$ cat src/rtl/alu_arbiter.sv
// Round-robin arbiter that shares one external 32-bit ALU between two requesters
// and captures each result into a one-entry response register per port.
module alu_arbiter (
  input  logic        clk_i,
  input  logic        rst_i,
  input  logic        req0_valid_i,
  output logic        req0_ready_o,
  input  logic [31:0] req0_a_i,
  input  logic [31:0] req0_b_i,
  input  logic [3:0]  req0_op_i,
  input  logic        req1_valid_i,
  output logic        req1_ready_o,
  input  logic [31:0] req1_a_i,
  input  logic [31:0] req1_b_i,
  input  logic [3:0]  req1_op_i,
  output logic        rsp0_valid_o,
  input  logic        rsp0_ready_i,
  output logic [31:0] rsp0_res_o,
  output logic        rsp0_zf_o,
  output logic        rsp0_sign_o,
  output logic        rsp0_err_o,
  output logic        rsp1_valid_o,
  input  logic        rsp1_ready_i,
  output logic [31:0] rsp1_res_o,
  output logic        rsp1_zf_o,
  output logic        rsp1_sign_o,
  output logic        rsp1_err_o,
  output logic [31:0] alu_a_o,
  output logic [31:0] alu_b_o,
  output logic [3:0]  alu_op_o,
  input  logic [31:0] alu_res_i,
  input  logic        alu_zf_i,
  input  logic        alu_sign_i
);

  typedef enum logic {PRIO0, PRIO1} prio_e;

  prio_e state_q, state_d;
  logic  slot0_free, slot1_free;
  logic  elig0, elig1;
  logic  grant0, grant1;
  logic  op_illegal;

  always_ff @(posedge clk_i or posedge rst_i) begin
    if (rst_i) state_q <= PRIO0;
    else       state_q <= state_d;
  end

  // A slot being drained this cycle can accept a new result on the same edge.
  always_comb begin
    slot0_free = !rsp0_valid_o | rsp0_ready_i;
    slot1_free = !rsp1_valid_o | rsp1_ready_i;
    elig0      = req0_valid_i & slot0_free;
    elig1      = req1_valid_i & slot1_free;
    grant0     = elig0 & (!elig1 | (state_q == PRIO0));
    grant1     = elig1 & !grant0;

    state_d = state_q;
    if (grant0)      state_d = PRIO1;
    else if (grant1) state_d = PRIO0;

    alu_a_o  = '0;
    alu_b_o  = '0;
    alu_op_o = '0;
    if (grant0) begin
      alu_a_o  = req0_a_i;
      alu_b_o  = req0_b_i;
      alu_op_o = req0_op_i;
    end else if (grant1) begin
      alu_a_o  = req1_a_i;
      alu_b_o  = req1_b_i;
      alu_op_o = req1_op_i;
    end
  end

  assign req0_ready_o = grant0;
  assign req1_ready_o = grant1;

  always_comb begin
    op_illegal = 1'b1;
    case (alu_op_o)
      4'b0000, 4'b0001, 4'b0010, 4'b0011,
      4'b0100, 4'b0101, 4'b0110, 4'b0111,
      4'b1001, 4'b1100: op_illegal = 1'b0;
      default:          op_illegal = 1'b1;
    endcase
  end

  always_ff @(posedge clk_i or posedge rst_i) begin
    if (rst_i) begin
      rsp0_valid_o <= 1'b0;
      rsp0_res_o   <= '0;
      rsp0_zf_o    <= 1'b0;
      rsp0_sign_o  <= 1'b0;
      rsp0_err_o   <= 1'b0;
    end else if (grant0) begin
      rsp0_valid_o <= 1'b1;
      rsp0_res_o   <= alu_res_i;
      rsp0_zf_o    <= alu_zf_i;
      rsp0_sign_o  <= alu_sign_i;
      rsp0_err_o   <= op_illegal;
    end else if (rsp0_ready_i & rsp0_valid_o) begin
      rsp0_valid_o <= 1'b0;
    end
  end

  always_ff @(posedge clk_i or posedge rst_i) begin
    if (rst_i) begin
      rsp1_valid_o <= 1'b0;
      rsp1_res_o   <= '0;
      rsp1_zf_o    <= 1'b0;
      rsp1_sign_o  <= 1'b0;
      rsp1_err_o   <= 1'b0;
    end else if (grant1) begin
      rsp1_valid_o <= 1'b1;
      rsp1_res_o   <= alu_res_i;
      rsp1_zf_o    <= alu_zf_i;
      rsp1_sign_o  <= alu_sign_i;
      rsp1_err_o   <= op_illegal;
    end else if (rsp1_ready_i & rsp1_valid_o) begin
      rsp1_valid_o <= 1'b0;
    end
  end

endmodule

$ cat config.mk
export PLATFORM = sky130hd
export DESIGN_NAME = alu_arbiter
export DESIGN_NICKNAME = d
export VERILOG_FILES = /design/src/rtl/alu_arbiter.sv
export SDC_FILE = /design/constraint.sdc
export NUM_CORES = 1
export LEC_CHECK = 0
export CORE_AREA = 2 2 122 124
export DETAILED_ROUTE_END_ITERATION = 8
export DIE_AREA = 0 0 124 126
export HOLD_SLACK_MARGIN = 0.12
export PLACE_DENSITY = 0.75
export SETUP_SLACK_MARGIN = 0.4
export SKIP_CTS_REPAIR_TIMING = 1
export SLEW_MARGIN = 20
export SYNTH_ARGS = -nofsm -noshare
export SYNTH_HDL_FRONTEND = slang
export SYNTH_SLANG_ARGS = --single-unit
$ cat constraint.sdc
create_clock -name clk_i -period 2.6 [get_ports clk_i]
set_input_delay 0.65 -clock clk_i [delete_from_list [all_inputs] [get_ports clk_i]]
set_output_delay 0.65 -clock clk_i [all_outputs]
set_load 0.02 [all_outputs]
==> results.md, run 1 <==
* Clock skew at 0.006025 ns
* All-Layer GR Usage at 19.11%
* TritonRoute pass-1 iters at 4
* Slew HR at 66.17%
* Synth area leader: dfrtp_1
* Initial Util at 24.40%
* Max Root-Sink Buffers at 2
* Fmax at 384.9 MHz
* GR Overflow Total at 0
* Commonest non-fill, non-tap cell in the layout: clkdlybuf4s50_1
* Post-Synth Simple-Gate Area at 1.397%
* Reg-to-Reg Start: rsp0_valid_o
* RSZ-0062 raised after global routing: true
* CTS H-tree depth at 3
* Fillers at 1176
* Final HPWL DP at 12.77 mm
* Internal power at 3.955 mW
* Register area at 1827 sq um
* TritonCTS clock tree: yes
* R2R Setup Slk at 0.53 ns
* Max incr delay on CP at 0.28 ns
* Hold Crit Class: reg -> reg
* Setup Slack @ Placement at -0.8108 ns
* Cells after Synth at 254
* Seq/Total Area, Yosys at 52.31%
* Yosys reg bits at 73
* Number of global-route vias before repair at 3972
* Final core area utilization at 57.00%
* Most frequent cells in the layout: 243 x clkdlybuf4s50_1, 84 x buf_6, 73 x dfrtp_1, 68 x mux2_2, 41 x a22o_1
* Via count at 3775
* CTS root buf: clkbuf_16
* Largest net degree at the start of global routing at 40
* Synth top area share at 52.31%
* Clock transition at the registers of the reported paths at 0.05 ns
* Gate power share at 52.1%
* Critical path's slowest cell: a311oi_4
* Clk pwr share at 20.8%
* Crit. End Element: primary output
* Clock sinks at 73
* Worst-Margin Slew at 0.5074 ns
* Fin Hold WS at 0.5046 ns
* Post-Syn Area at 3492 sq um
* Worst Path Buf+Inv at 5
* Max-Cap Viols at 0
* Synth area leaders: dfrtp_1 52%, mux2_2 22%, a22o_1 16%
* Worst-path cell chain: clkbuf_2, nand2b_4, a311oi_4, buf_6, buf_12, clkbuf_16, a22o_1, buf_6
* Worst skew pair latency at 0.33 ns
* DIE AREA at 15620 sq um
* Switching Share at 33.65%
* Post-Syn Nets at 430
* ANT nets after route at 0
* RR Endpoint: rsp0_res_o[28]
* Max Slew Vio Count at 0
* Final period util at 99.91%
* First-pass GRT wire length at 22.28 mm
* Mux cell area share after synthesis at 22.21%
* Peak VDD IR at 0.5394 mV
* Status: completed
* Setup-failing EPs final at 0
* Synth warnings at 0
* Syn-to-layout area delta at 133.6%
* Compound-Gate Fraction of Synth Area at 19.28%
* Nets at 796
* Seq pwr share at 27.1%
* Initial antenna violation count at 2
* Vias/cell at 4.649
* Share of layout cells above drive strength 1 at 40.96%
* Required @ worst endpoint at 1.95 ns
* XOR/XNOR Fraction of Synth Area at 0.2508%
* Routability Congestion at 0.8827
* Fin worst setup slack at 0.002246 ns
* Die X at 124 um
* Critical path's top delay family: buffers and inverters
* Die height at 126 um
* Post-synthesis adder-cell area fraction at 0%
* Multi-input logic area at 1765 sq um
* I/O pin cnt at 318
* Yosys cell types at 22
* Starting DRT DRC Count at 106
* CP Launch Type: input pin
* Critical Path Most Common Cell: buf_6
* Reg2Reg Depth at 6
* CTS Buf Count at 9
* WP data arrival at 1.95 ns
* Cell count along the critical path at 8
* Core area at 14310 sq um
* Avg WL per Cell at 20.86 um
* Worst Path Max Fanout at 7
* Final hold violations at 0
* Final min period at 2.598 ns
* Psw at 2.006 mW
* IO Port Bufs at 317
* Setup TNS at 0 ns
* Worst Setup SP: rsp0_ready_i
* Cell Rows at 44
* Average size of a mapped cell at 13.75 sq um
* Total wire length at 16.94 mm
* Main combinational cell family by area after synthesis: multiplexers
* Leak Pwr at 3.518 nW
* PD cells at 730.5 nW/um^2
* WS Path Type: in -> out
* Drc violations at 0
* Crit path to: alu_a_o[12]
cell families after synthesis:
family                    count (synthesis)
xor gates and xnor gates                  1
and+or+nand+nor                           7
muxes                                    69
DFF                                      73
AOI/OAI and AO/OA                        75
buffers and inverters                    29
how the worst min path moves through the flow:
stage | end | depth (start not counted) | start | slack, ns
detailed placement | rsp0_res_o[11] | 1 | rsp0_res_o[11] | 0.50
floorplan | state_q | 1 | state_q | 0.47
global placement | rsp0_res_o[7] | 1 | rsp0_res_o[7] | 0.49
CTS | rsp0_res_o[11] | 1 | rsp0_res_o[11] | 0.51
finish | rsp0_res_o[11] | 1 | rsp0_res_o[11] | 0.50
global route | rsp1_zf_o | 1 | rsp1_zf_o | 0.51
area by class of cell:
cell class | count | area share (%)
antenna | 3 | 0.09201
clock buffer | 10 | 2.929
timing repair buffer | 376 | 49.01
sequential | 73 | 22.39
multi-input combinational | 154 | 21.64
inverter | 6 | 0.3220
tap | 184 | 2.822
clock inverter | 6 | 0.7974
metal layers:
layer  track usage [%]  vias to the layer above  routed length, um
li1                  -                     1715                  -
met1             20.15                     1844               6143
met2             33.65                      190               8643
met3             7.065                       26               1620
met4             8.394                        0                531
met5                 0                        -                  0
sequential cells by signal (all words and copies together) (netlist names):
signal,cells
rsp0_sign_o,1
rsp1_sign_o,1
rsp1_valid_o,1
rsp0_res_o,32
rsp0_zf_o,1
rsp0_err_o,1
state_q,1
rsp0_valid_o,1
rsp1_res_o,32
rsp1_zf_o,1
rsp1_err_o,1
power by group through the flow:
| stage | Combinational, mW | Sequential, mW | Clock (mW) |
|---|---|---|---|
| after global routing | 3.25 | 1.66 | 1.33 |
| final | 3.11 | 1.61 | 1.24 |
| after global placement | 2.74 | 1.62 | 0 |
| after CTS | 2.79 | 1.62 | 1.27 |
| after floorplan | 0.961 | 1.99 | 0 |
| after detailed placement | 2.77 | 1.63 | 0 |
stage by stage:
stage / cell area (sq um) / instances / total power [mW]
after floorplan: 3719 / 254 / 2.948
after global placement: 7206 / 762 / 4.357
after detailed placement: 7206 / 762 / 4.408
after CTS: 7510 / 778 / 5.683
after global routing: 8157 / 811 / 6.235
final: 8159 / 812 / 5.961
synthesized netlist by cell type:
master    count
mux2_2       68
o311a_1       1
inv_2         1
buf_2        19
a311oi_4      1
o21ai_0       3
a22o_4        1
dfrtp_1      73
inv_1         5
a21o_1        1
buf_6         3
nor2b_4       1
a22o_1       65
mux2i_1       1
a31oi_1       1
xor2_1        1
nand2b_4      1
nand2_1       4
buf_4         1
a22oi_2       1
or2_2         1
o22a_1        1
No activity file was read; power rests on OpenSTA's default activity.
==> run 2: changes to the inputs <==
- ABC_CLOCK_PERIOD_IN_PS: unset -> 2600
==> results of run 2 <==
The final DEF is identical to that of run 1; final timing and power are the same.
